## src/rtl/blocking_out_producer.sv

```systemverilog
// blocking_out_producer
// Accumulating producer on a blocking output. Each offer is m_in plus the
// running accumulator. The offer is held until the consumer accepts it, and
// the accepted value then becomes the new accumulator.
// Optional feature: define BLOCKING_OUT_PRODUCER_TIMEOUT_EN to abandon offers
// that stay unaccepted for TIMEOUT cycles.
module blocking_out_producer #(
    parameter logic signed [31:0] INIT_VAR = 32'sd1337,
    parameter int                 TIMEOUT  = 16
) (
    input  logic               clk,
    input  logic               rst,
    input  logic signed [31:0] m_in,
    input  logic               b_out_sync,
    output logic signed [31:0] b_out,
    output logic               b_out_notify,
    output logic [7:0]         sent_cnt,
    output logic               timeout_flag
);

    typedef enum logic {
        IDLE = 1'b0,
        SEND = 1'b1
    } state_t;

    state_t             state_q, state_d;
    logic signed [31:0] b_out_q, b_out_d;
    logic               notify_q, notify_d;
    logic signed [31:0] var_signal_q, var_signal_d;
    logic [7:0]         sent_cnt_q, sent_cnt_d;

    // TIMEOUT is only meaningful in 2..65535, so reject anything else at elaboration
    if (TIMEOUT < 2 || TIMEOUT > 65535) begin : g_bad_timeout
        $error("blocking_out_producer: TIMEOUT must be in 2..65535");
    end

`ifdef BLOCKING_OUT_PRODUCER_TIMEOUT_EN
    localparam logic [15:0] TimeoutLast = 16'(TIMEOUT - 1);

    logic [15:0] tmo_cnt_q, tmo_cnt_d;
    logic        timeout_flag_q, timeout_flag_d;
`endif

    // Next-state logic: build an offer in IDLE, then wait in SEND for acceptance
    always_comb begin
        state_d      = state_q;
        b_out_d      = b_out_q;
        notify_d     = notify_q;
        var_signal_d = var_signal_q;
        sent_cnt_d   = sent_cnt_q;
`ifdef BLOCKING_OUT_PRODUCER_TIMEOUT_EN
        tmo_cnt_d      = tmo_cnt_q;
        timeout_flag_d = 1'b0;
`endif
        case (state_q)
            IDLE: begin
                b_out_d  = m_in + var_signal_q;
                notify_d = 1'b1;
                state_d  = SEND;
`ifdef BLOCKING_OUT_PRODUCER_TIMEOUT_EN
                tmo_cnt_d = 16'd0;
`endif
            end
            SEND: begin
                if (b_out_sync) begin
                    var_signal_d = b_out_q;
                    sent_cnt_d   = sent_cnt_q + 8'd1;
                    notify_d     = 1'b0;
                    state_d      = IDLE;
                end
`ifdef BLOCKING_OUT_PRODUCER_TIMEOUT_EN
                else if (tmo_cnt_q == TimeoutLast) begin
                    notify_d       = 1'b0;
                    timeout_flag_d = 1'b1;
                    state_d        = IDLE;
                end else begin
                    tmo_cnt_d = tmo_cnt_q + 16'd1;
                end
`endif
            end
            default: begin
                state_d  = IDLE;
                notify_d = 1'b0;
            end
        endcase
    end

    // State register with synchronous active-low reset; reset also withdraws any live offer
    always_ff @(posedge clk) begin
        if (!rst) begin
            state_q      <= IDLE;
            b_out_q      <= 32'sd0;
            notify_q     <= 1'b0;
            var_signal_q <= INIT_VAR;
            sent_cnt_q   <= 8'd0;
`ifdef BLOCKING_OUT_PRODUCER_TIMEOUT_EN
            tmo_cnt_q      <= 16'd0;
            timeout_flag_q <= 1'b0;
`endif
        end else begin
            state_q      <= state_d;
            b_out_q      <= b_out_d;
            notify_q     <= notify_d;
            var_signal_q <= var_signal_d;
            sent_cnt_q   <= sent_cnt_d;
`ifdef BLOCKING_OUT_PRODUCER_TIMEOUT_EN
            tmo_cnt_q      <= tmo_cnt_d;
            timeout_flag_q <= timeout_flag_d;
`endif
        end
    end

    assign b_out        = b_out_q;
    assign b_out_notify = notify_q;
    assign sent_cnt     = sent_cnt_q;
`ifdef BLOCKING_OUT_PRODUCER_TIMEOUT_EN
    assign timeout_flag = timeout_flag_q;
`else
    assign timeout_flag = 1'b0;
`endif

endmodule

```

## config.mk

```make
export PLATFORM = sky130hd
export DESIGN_NAME = blocking_out_producer
export DESIGN_NICKNAME = d
export VERILOG_FILES = /design/src/rtl/blocking_out_producer.sv
export SDC_FILE = /design/constraint.sdc
export NUM_CORES = 1
export LEC_CHECK = 0
export ABC_AREA = 1
export CAP_MARGIN = 10
export CORE_MARGIN = 3
export CORE_UTILIZATION = 40
export CTS_BUF_LIST = sky130_fd_sc_hd__clkbuf_8 sky130_fd_sc_hd__clkbuf_16
export DETAILED_ROUTE_END_ITERATION = 12
export PLACE_DENSITY = 0.61
export SLEW_MARGIN = 0
export SYNTH_ARGS = -nofsm -noshare
export SYNTH_HDL_FRONTEND = slang
export SYNTH_SLANG_ARGS = --single-unit
```

## constraint.sdc

```tcl
create_clock -name clk -period 3.2 [get_ports clk]
set_input_delay 0.8 -clock clk [delete_from_list [all_inputs] [get_ports clk]]
set_output_delay 0.8 -clock clk [all_outputs]
set_load 0.01 [all_outputs]
```

==> summary.txt <==
Post-Place Setup Slack: 0.257 ns
critical path arrival: 2.84 ns
most used cell, CP: nand2_1
hold path endpoint: b_out_notify
Synth area leader: dfxtp_1
WL met2: 5990 µm
post-layout worst setup margin: 0.594 ns
layout cells sized above 1: 4.46%
Syn. warnings: 0
Crit path max-delay family: simple AND/OR/NAND/NOR gates
# clock sinks: 74
H-tree depth: 3
R2R Setup Slk: 1.18 ns
largest cells by area after synthesis: dfxtp_1 (29%), nand2_1 (19%), inv_1 (13%)
row count: 40
DIE AREA: 14100 µm²
cell count after synthesis: 844
number of hold buffers added after cts: 0
area of the multi-input gates: 2840 µm²
total gr overflow: 0
io pins: 77
leakage: 3.44 nW
most common flop cell mapped by yosys: dfxtp_1
Resize count post-CTS: 0
final instance area: 6320 µm²
area of the mapped netlist: 5070 µm²
syn_area_per_cell: 6.01 µm²
first-pass GRT wire length: 23900 µm
TritonCTS clock tree: built
Required @ worst endpoint: 3.44 ns
gp weighted congestion: 0.930
Pwr Density: 471 nW/µm²
clock buffer depth: 2
Tmin final: 2.61 ns
relative slew slack: 66.7%
xor/xnor cell area share of the yosys netlist: 2.59%
peak per-stage delay on the critical path: 0.45 ns
metal3 WL: 1010 µm
post-detail-place hpwl: 11100 µm
starting density of the core: 41.6%
final setup fails: 0
die height: 119 µm
reg2reg end: b_out[16]
final setup skew: 0.0104 ns
CTS root buf: clkbuf_16
sequential cell area: 1480 µm²
setup TNS: 0 ns
Startpoint Class: input port
fmax: 0.384 GHz
Max Slew Vio Count: 0
per-cell routed wire length: 13.4 µm
Routed Antenna Nets: 0
met1 WL: 7410 µm
asr flop ratio synth: 0%
CTS Buf Count: 9
max-cap viol count: 0
worst slew pin tran: 0.499 ns
n_diodes: 0
Adder-Cell Fraction of Synth Area: 8.28%
clk_lat worst skew: 0.35 ns
P&R area growth vs syn: 24.5%
post-synthesis cell type count: 32
Reg clk slew, reported paths: 0.06 ns
Post-synth EDFFs: 0
Final nets: 983
Compound-Gate Fraction of Synth Area: 12.6%
1st-iter DRT viols: 304
Layout fillers: 1321
worst path cell trace: clkdlybuf4s50_1 > ha_1 > fa_1 > nand3_1 > nand3_1 > nand2_1 > nand2_1 > nand2_1 > nand2_1 > nand2_1 > nand2_1 > o21ai_1 > inv_1
Vias per Instance: 4.66
Synth Area in Simple Gates: 32.3%
vias in the first global route: 4679
flops & latches, synth: 74
port buffer count: 75
Setup Buffers After CTS: 0
crit end category: flip-flop
WP buf/inv: 2
Die W: 119 µm
Post-route DRC: 0
drt total wl: 14500 µm
via count: 5070
total core area: 12200 µm²
largest net degree at the start of global routing: 41
status: finished, final reports clean
worst hold path class: reg2reg
mux cell area share after synthesis: 0%
max layer used: met4
GRT Util Overall: 21.3%
period utilisation layout: 81.4%
Slowest-stage cell, CP: fa_1
Hold Vio Cnt, Final: 0
worst reg2reg path depth: 12
syn nets: 912
RSZ-0062 raised after global routing: false
CP max FO: 4
post-synth top area share: 29.2%
First-pass DRT Iterations: 5
worst flop-to-flop path startpoint: var_signal_q[0]
crit path kind: in2reg
register area share after synthesis: 29.2%
Placed Area: 5990 µm²
maximum vdd drop: 0.293 mV
hold-critical path depth: 1
initial antenna violation count: 0
hold_sp: b_out_notify
largest family of logic cells by synthesized area: simple AND/OR/NAND/NOR gates
==> cell families after synthesis <==
logic type               count (synthesis)
AND/OR/NAND/NOR                        398
buffers and inverters                  198
AO/OA/AOI/OAI                          125
flip-flops                              74
adder cells (fa/ha/maj)                 33
XOR/XNOR                                15
other                                    1
==> report_power, final <==
| group | leakage (nW) | internal (W) | total [W] | switching, W |
|---|---|---|---|---|
| Clock | 0.154 | 0.000721 | 0.00113 | 0.000411 |
| Sequential | 0.611 | 0.00100 | 0.00105 | 0.0000520 |
| Combinational | 2.68 | 0.000322 | 0.000788 | 0.000466 |
==> cell usage after synthesis (4+ instances only) <==
master,count
clkbuf_1,16
nor2_1,73
nand4_1,4
nor3_1,4
nand2_1,251
ha_1,32
nand2_2,10
a21oi_1,70
xor2_1,14
inv_1,174
nand3_1,46
dfxtp_1,74
o21ai_0,47
==> area by class of cell <==
cell class / instances / share of cell area, %
clock inverter: 4 / 1.19
clock buffer: 11 / 4.00
inverter: 176 / 10.5
multi-input combinational: 572 / 44.9
sequential: 74 / 23.4
tap: 168 / 3.33
timing repair buffer: 82 / 12.7
==> stage by stage <==
step / total power [W] / hold slack (ns) / util (%) / std cells
3_3_place_gp: 0.00186 / 0.437 / 49.1 / 1072
5_1_grt: 0.00315 / 0.484 / 51.8 / 1087
3_5_place_dp: 0.00186 / 0.444 / 49.1 / 1072
4_1_cts: 0.00301 / 0.458 / 51.8 / 1087
2_1_floorplan: 0.00156 / 0.446 / - / 844
6_report: 0.00297 / 0.454 / 51.8 / 1087
==> worst reg2reg max path, stage by stage (launching register included) <==
cell,delay [ns]
dfxtp_1,0.32
ha_1,0.24
fa_1,0.45
nand3_1,0.11
nand3_1,0.14
nand2_1,0.09
nand2_1,0.11
nand2_1,0.08
nand2_1,0.10
nand2_1,0.07
nand2_1,0.05
o21ai_1,0.12
inv_1,0.04
==> worst max path at each step <==
| stage | start | to | slack (ns) | cells past startpoint |
|---|---|---|---|---|
| 6_report | m_in[0] | b_out[16] | 0.59 | 13 |
| 5_1_grt | m_in[0] | b_out[16] | 0.45 | 13 |
| 4_1_cts | m_in[0] | b_out[16] | 0.62 | 13 |
| 3_5_place_dp | m_in[0] | b_out[16] | 0.26 | 13 |
| 3_3_place_gp | m_in[0] | b_out[16] | 0.26 | 13 |
| 2_1_floorplan | m_in[0] | b_out[20] | 0.94 | 12 |
==> cells in the final DEF (no fill, tap or decap), drive strengths merged <==
master         count
nor3               6
nor2              76
o211ai             1
o21ai             49
nand4              4
clkinv             1
bufinv             2
xor2              14
a21oi             70
inv              175
xnor2              1
and3               1
fa                 1
nand2            261
a21o               1
ha                32
clkdlybuf4s50     75
buf                7
and2               1
o21a               1
conb               1
clkinvlp           2
clkbuf            11
nand3             49
o21bai             3
dfxtp             74
==> registers in the layout, summed over array words and instances, names as in the netlist <==
signal,flops
var_signal_q,32
sent_cnt,8
b_out_notify,1
b_out,32
state_q,1
==> metal layers <==
metal	global-route usage, %	vias to the layer above
li1	-	2726
met1	30.4	2195
met2	31.9	140
met3	6.22	9
met4	4.13	0
met5	0	-
No activity file was read; power rests on OpenSTA's default activity.
